[config.mk]
export PLATFORM = sky130hd
export DESIGN_NAME = bcd_carry_counter
export DESIGN_NICKNAME = d
export VERILOG_FILES = /design/src/rtl/bcd_carry_counter.sv
export SDC_FILE = /design/constraint.sdc
export NUM_CORES = 1
export LEC_CHECK = 0
export BUFFER_PORTS_ARGS = -buffer_cell sky130_fd_sc_hd__clkbuf_2
export CAP_MARGIN = 20
export CORE_MARGIN = 3
export CORE_UTILIZATION = 30
export CTS_CLUSTER_DIAMETER = 30
export DETAILED_ROUTE_END_ITERATION = 8
export PLACE_DENSITY = 0.61
export SLEW_MARGIN = 20
export SYNTH_ARGS = -nofsm -noshare
export SYNTH_HDL_FRONTEND = slang
export SYNTH_SLANG_ARGS = --single-unit
[constraint.sdc]
create_clock -name clk -period 3.6 [get_ports clk]
set_input_delay 0.36 -clock clk [delete_from_list [all_inputs] [get_ports clk]]
set_output_delay 0.36 -clock clk [all_outputs]
set_load 0.03 [all_outputs]
[src/rtl/bcd_carry_counter.sv]
// Two-digit BCD cascade counter, modulo MODULO, with checked synchronous preset and a combinational carry.
// Optional down-count with a `dir` port is compiled in when BCD_CNT_DOWN_EN is defined.
module bcd_carry_counter #(
  parameter int unsigned MODULO    = 60,
  parameter int unsigned RESET_VAL = 0
) (
  input  logic       clk,
  input  logic       rst,
  input  logic       cin,
`ifdef BCD_CNT_DOWN_EN
  input  logic       dir,
`endif
  input  logic       load,
  input  logic [7:0] load_val,
  output logic [3:0] q_tens,
  output logic [3:0] q_ones,
  output logic       cout,
  output logic       load_err
);

  localparam logic [3:0] MAX_TENS = 4'((MODULO - 1) / 10);
  localparam logic [3:0] MAX_ONES = 4'((MODULO - 1) % 10);
  localparam logic [3:0] RST_TENS = 4'(RESET_VAL / 10);
  localparam logic [3:0] RST_ONES = 4'(RESET_VAL % 10);
  localparam logic [6:0] MOD_BIN  = 7'(MODULO);

  logic [3:0] tens_r, ones_r;
  logic [3:0] tens_nxt, ones_nxt;
  logic       err_r, err_nxt;
  logic       at_max, at_zero;
  logic       load_ok;
  logic [6:0] load_dec;
  logic       count_en;
  logic       down;

  assign at_max  = (tens_r == MAX_TENS) && (ones_r == MAX_ONES);
  assign at_zero = (tens_r == 4'd0) && (ones_r == 4'd0);

`ifdef BCD_CNT_DOWN_EN
  assign down = dir;
`else
  assign down = 1'b0;
`endif

  // Decimal value of the preset is only meaningful when both digits are legal.
  assign load_dec = (7'(load_val[7:4]) * 7'd10) + 7'(load_val[3:0]);
  assign load_ok  = (load_val[7:4] <= 4'd9) && (load_val[3:0] <= 4'd9) &&
                    (load_dec < MOD_BIN);

  assign count_en = cin && !load && !rst;
  assign cout     = count_en && (down ? at_zero : at_max);

  always_comb begin
    tens_nxt = tens_r;
    ones_nxt = ones_r;
    err_nxt  = 1'b0;
    if (rst) begin
      tens_nxt = RST_TENS;
      ones_nxt = RST_ONES;
    end else if (load) begin
      if (load_ok) begin
        tens_nxt = load_val[7:4];
        ones_nxt = load_val[3:0];
      end else begin
        err_nxt = 1'b1;
      end
    end else if (cin) begin
      if (down) begin
        if (at_zero) begin
          tens_nxt = MAX_TENS;
          ones_nxt = MAX_ONES;
        end else if (ones_r == 4'd0) begin
          ones_nxt = 4'd9;
          tens_nxt = tens_r - 4'd1;
        end else begin
          ones_nxt = ones_r - 4'd1;
        end
      end else begin
        if (at_max) begin
          tens_nxt = 4'd0;
          ones_nxt = 4'd0;
        end else if (ones_r == 4'd9) begin
          ones_nxt = 4'd0;
          tens_nxt = tens_r + 4'd1;
        end else begin
          ones_nxt = ones_r + 4'd1;
        end
      end
    end
  end

  always_ff @(posedge clk) begin
    tens_r <= tens_nxt;
    ones_r <= ones_nxt;
    err_r  <= err_nxt;
  end

  assign q_tens   = tens_r;
  assign q_ones   = ones_r;
  assign load_err = err_r;

endmodule

==> results_dict.tcl, run 1 <==
set metrics [dict create \
    status "finished clean" \
    area_delta_synth_final_pct 17.5 \
    postCtsSetupBuffers 0 \
    seqCellArea_um2 180 \
    multi_input_area_um2 637 \
    syn_avg_cell_area_um2 8.10 \
    core_um2 2610 \
    crit_chain "clkbuf_2 > ha_1 > ha_1 > inv_1 > fa_1 > nand2b_1 > o31ai_1 > nor3_2 > a211o_1 > a221oi_1" \
    crit_path_start_kind "primary input" \
    placed_area_um2 1000 \
    synth-seq-area-share_pct 20.6 \
    htreeDepth 1 \
    pwr-share-clk_pct 26.4 \
    layout_commonest_cell "clkbuf_2" \
    ctsResizeCount 0 \
    hpwl_mm 1.87 \
    die_area_um2 3600 \
    min_period_ns 2.57 \
    wl_per_cell_um 14.8 \
    fin_cells 159 \
    synth_edf_count 0 \
    port_buffers 21 \
    netSwitchingPower_uw 120 \
    critPathArrivalTime_ns 2.74 \
    insertion_delay_ns 0.26 \
    crit_required_ns 3.77 \
    final_cell_area_um2 1030 \
    relSlewSlack_pct 68.3 \
    worstMarginPinSlew_ns 0.472 \
    post-place-ws_ns 0.765 \
    leakage_uw 0.000466 \
    fin_setup_tns_ns 0 \
    ant_nets 0 \
    ys.flop_type "dfxtp_1" \
    yosysWarningCount 0 \
    drive_gt1_share_pct 20.9 \
    numCtsBuffers 3 \
    synth_nets 129 \
    n_fill_cell 286 \
    cts_tree "yes" \
    pwr-share-comb_pct 36.4 \
    rsz0062_at_grt "no" \
    drt-pass1-iter-count 6 \
    timing.fmax_mhz 389 \
    num_rows 18 \
    fp.dieW_um 60.0 \
    nNetsFinal 151 \
    gp_congestion 0.845 \
    grt_usage_pct 14.2 \
    synth.distinct_cells 42 \
    vias 919 \
    p_int_uw 191 \
    cts_sinks 9 \
    cp-end-kind "register" \
    drv_cap 0 \
    cpPeakStageDelay_ns 0.43 \
    slowest_stage "fa_1" \
    hold_class "in2reg" \
    powerDensity_nw_per_um2 303 \
    overflow 0 \
    crit_top_cell "ha_1" \
    final_cell_mix "clkbuf_2, inv_1, dfxtp_1" \
    netlist_area_um2 875 \
    via_per_inst 5.78 \
    initial_core_util_pct 33.5 \
    wl_mm 2.35 \
    grt_pass1_wl_mm 3.87 \
    cts_root_buffer "clkbuf_4" \
    finalClockSkew_ns 0.00258 \
    finalPower_uw 311 \
    layout_setup_ws_ns 1.03 \
    setup_violations 0 \
    seq_power_share_pct 37.2 \
    cts_hold_buf 0 \
    ys_seq_elements 9 \
    hold_violations 0 \
    grt_max_degree 16 \
    slew_viol_final 0 \
    path_max_fanout 9 \
    drt_iter0_drc 23 \
    die_h_um 60.0 \
    fin_crit_sh_pct 71.5 \
    drc_errors 0 \
    cts_buffer_depth 2 \
    swShare_pct 38.7 \
    irDropWorstVdd_v 0.000241 \
    num_antenna_cells 0 \
    clk_pin_slew_worst_paths_ns 0.07 \
    dp.cells 155 \
    critical_path_class "in2reg" \
    async_flop_share_pct 0 \
    io_pins 22 \
    synth_cells 108 \
    first_global_vias 846 \
    antenna_found_initial 0 \
]
==> flip-flops by register name, summed over array words and instances, names as in the netlist <==
name	flops
load_err	1
q_ones	4
q_tens	4
==> layer usage <==
metal  vias to the layer above  track usage [%]  wire [um]
met3                         2             3.67        142
met5                         -                0          0
met1                       432             20.0       1150
met2                        29             21.8       1040
li1                        456                -          -
met4                         0             2.85         13
==> cell type report <==
cell class                      instances  area share (%)
Multi-Input combinational cell         84            62.0
Inverter                               11            4.02
Clock buffer                            4            2.56
Timing Repair Buffer                   21            10.2
Sequential cell                         9            17.5
Tap cell                               30            3.65
==> cell families (layout without fill, tap and decap cells) <==
logic type / count (synthesis) / after routing / share of synthesized area [%]
muxes: 1 / 1 / 1.14
and+or+nand+nor: 34 / 34 / 22.6
buffers and inverters: 15 / 36 / 6.58
AOI/OAI and AO/OA: 38 / 38 / 32.5
adders and majority gates: 9 / 9 / 14.6
DFF: 9 / 9 / 20.6
xor gates and xnor gates: 2 / 2 / 2.00
==> metrics by stage <==
step | hold WS [ns] | util (%)
2_1_floorplan | 0.540 | -
3_3_place_gp | 0.494 | 38.3
3_5_place_dp | 0.512 | 38.3
4_1_cts | 0.440 | 39.3
5_1_grt | 0.484 | 39.3
6_report | 0.456 | 39.3
==> power groups by stage <==
| stage | clock network, uW | registers (uW) | logic, uW |
|---|---|---|---|
| final | 82.1 | 116 | 113 |
| after global routing | 90.1 | 117 | 126 |
| after CTS | 83.5 | 116 | 113 |
| after detailed placement | 0 | 118 | 112 |
| after global placement | 0 | 118 | 111 |
| after floorplan | 0 | 130 | 66.5 |
==> worst max-delay path, delay by kind of cell <==
family / cells / cell delay [ns]
compound gates: 3 / 0.90
fa+ha+maj: 3 / 0.94
buf+inv: 2 / 0.20
simple gates: 2 / 0.34
==> cell usage after synthesis (2+ instances only) <==
| master | count | area share [%] |
|---|---|---|
| and3_1 | 2 | 1.4 |
| ha_1 | 7 | 10 |
| inv_1 | 11 | 4.7 |
| fa_1 | 2 | 4.6 |
| a211oi_1 | 3 | 2.6 |
| nand3_1 | 2 | 1.1 |
| and3b_1 | 2 | 2.0 |
| a21oi_1 | 6 | 3.4 |
| a221oi_1 | 2 | 2.0 |
| and2_1 | 2 | 1.4 |
| a41o_1 | 3 | 3.4 |
| o31ai_1 | 2 | 1.7 |
| clkbuf_1 | 2 | 0.86 |
| nand2_1 | 6 | 2.6 |
| o32ai_1 | 3 | 3.0 |
| dfxtp_1 | 9 | 21 |
| nand2b_1 | 6 | 4.3 |
| xor2_1 | 2 | 2.0 |
| o21ai_0 | 7 | 4.0 |
| nor2_1 | 6 | 2.6 |
| a31oi_1 | 2 | 1.4 |
==> path summary, 6_finish.rpt <==
check | from | depth (start not counted) | endpoint | slack [ns]
setup / recovery | load_val[5] | 10 | q_tens[1] | 1.03
hold reg to reg | q_tens[3] | 2 | q_tens[3] | 0.52
hold / removal | load_val[0] | 3 | q_ones[0] | 0.46
setup reg to reg | q_tens[1] | 6 | q_tens[3] | 1.89
Note: power is estimated with default switching activity, not from simulation.
==> inputs of run 2 (changes only) <==
--- a/config.mk
+++ b/config.mk
@@ -11,7 +11,7 @@
 export CORE_UTILIZATION = 30
 export CTS_CLUSTER_DIAMETER = 30
 export DETAILED_ROUTE_END_ITERATION = 8
-export PLACE_DENSITY = 0.61
+export PLACE_DENSITY = 0.63
 export SLEW_MARGIN = 20
 export SYNTH_ARGS = -nofsm -noshare
 export SYNTH_HDL_FRONTEND = slang
==> constraint.sdc (replaced) <==
create_clock -name clk -period 2.1 [get_ports clk]
set_input_delay 0.21 -clock clk [delete_from_list [all_inputs] [get_ports clk]]
set_output_delay 0.21 -clock clk [all_outputs]
set_load 0.03 [all_outputs]
==> run 2 against run 1 <==
  * The run now ends with negative setup slack left
  * Count of clock-buffer cells in the layout stayed put
  * Combinational power grew to 2.7 times the previous value
  * Register-to-register slack worse by 1.5 ns
  * Largest power group is now combinational logic
==> results_dict.tcl, run 2 (same netlist as run 1, synthesis figures left out) <==
set metrics [dict create \
    core_um2 2610 \
    num_antenna_cells 0 \
    powerDensity_nw_per_um2 492 \
    die_area_um2 3600 \
    hold_class "in2reg" \
    grt_pass1_wl_mm 4.30 \
    vias 991 \
    drt-pass1-iter-count 4 \
    critical_path_class "in2reg" \
    wl_mm 2.85 \
    fp.dieW_um 60.0 \
    ff2ff_path_depth 6 \
    nNetsFinal 165 \
    drc_errors 0 \
    worstMarginPinSlew_ns 0.435 \
    timing.rr.start "q_tens[1]" \
    hold_violations 0 \
    overflow 0 \
    min_period_ns 2.19 \
    crit_required_ns 2.29 \
    ant_nets 0 \
    final_cell_mix "clkbuf_2, buf_4, inv_1" \
    rsz0062_at_grt "yes" \
    placed_area_um2 1180 \
    finalClockSkew_ns 0.00620 \
    grt_usage_pct 15.9 \
    port_buffers 21 \
    drv_cap 0 \
    violations "negative setup slack" \
    cts_sinks 9 \
    cts_buffer_depth 2 \
    fin_crit_sh_pct 104 \
    wl_per_cell_um 16.5 \
    seqCellArea_um2 180 \
    critPathArrivalTime_ns 2.37 \
    n_fill_cell 257 \
    status "complete, but fails checks" \
    cts_hold_buf 0 \
    via_per_inst 5.73 \
    insertion_delay_ns 0.27 \
    drive_gt1_share_pct 43.4 \
    multi_input_area_um2 793 \
    dp.cells 168 \
    cts_root_buffer "clkbuf_4" \
    post-route-util_pct 50.0 \
    drt_iter0_drc 45 \
    fin_cells 173 \
    fin_setup_tns_ns -0.215 \
    clk_pin_slew_worst_paths_ns 0.06 \
    grt_max_degree 16 \
    path_max_fanout 8 \
    holdPathEnd "q_ones[0]" \
    first_global_vias 974 \
    area_delta_synth_final_pct 49.2 \
    layout_setup_ws_ns -0.0875 \
    worstHoldPathCells 3 \
    timing.fmax_mhz 457 \
    r2r_end "q_tens[3]" \
    numCtsBuffers 3 \
    io_pins 22 \
    final_cell_area_um2 1310 \
    setup_violations 7 \
    relSlewSlack_pct 70.9 \
    htreeDepth 1 \
    irDropWorstVdd_v 0.000371 \
    layout_commonest_cell "clkbuf_2" \
    die_h_um 60.0 \
    r2r_setup_slack_ns 0.40 \
    initial_core_util_pct 33.5 \
    holdWs_ns 0.278 \
    antenna_found_initial 0 \
    hp-start "load_val[0]" \
    cts_tree "yes" \
    crit_path_start_kind "primary input" \
    gp_congestion 0.868 \
    hpwl_mm 2.14 \
    num_rows 18 \
    leakage_uw 0.000549 \
    cp-end-kind "register" \
    slew_viol_final 0 \
]
-- run 2: per-layer routing --
metal / track usage [%] / part of all wire [%] / vias to the layer above
li1: - / - / 483
met1: 21.1 / 45 / 467
met2: 24.8 / 48 / 33
met3: 4.32 / 5.3 / 8
met4: 5.06 / 2.2 / 0
met5: 0 / 0 / -
-- run 2: area by class of cell --
class / count / share of cell area (%)
Multi-Input combinational cell: 84 / 60.8
Sequential cell: 9 / 13.8
Timing Repair Buffer: 35 / 17.4
Inverter: 11 / 3.16
Tap cell: 30 / 2.88
Clock buffer: 4 / 2.01
-- run 2: critical path, stage by stage --
cell,delay (ns)
buf_8,0.10
ha_4,0.23
ha_4,0.15
inv_2,0.04
fa_2,0.45
nand2b_4,0.19
o31ai_4,0.22
nor3_4,0.11
a2111o_1,0.46
o22ai_2,0.19
-- run 2: stage by stage --
step / setup WS [ns] / total power (uW)
after floorplan: -0.0863 / 375
after global placement: -0.347 / 466
after detailed placement: -0.359 / 471
after CTS: -0.0333 / 623
after global routing: -0.127 / 686
final: -0.0875 / 642
-- run 2: worst max-delay path by stage --
stage,from,to
3_3_place_gp,load_val[5],q_ones[1]
4_1_cts,load_val[5],q_ones[0]
2_1_floorplan,load_val[7],q_tens[0]
5_1_grt,load_val[5],q_ones[0]
6_report,load_val[5],q_ones[0]
3_5_place_dp,load_val[5],q_ones[0]
-- run 2: report_power, final --
| part | internal (uW) | switching, uW | leakage (uW) |
|---|---|---|---|
| Clock | 73.5 | 67.3 | 0.0000150 |
| Combinational | 133 | 171 | 0.000461 |
| Sequential | 183 | 14.3 | 0.0000735 |
-- run 2: what timing repair did --
action / 4_1_cts / 5_1_grt
endpoints found under the setup margin: 8 / 9
gates resized for setup: 3 / 14
pin swaps: 5 / 4
buffers inserted: 1 / 0
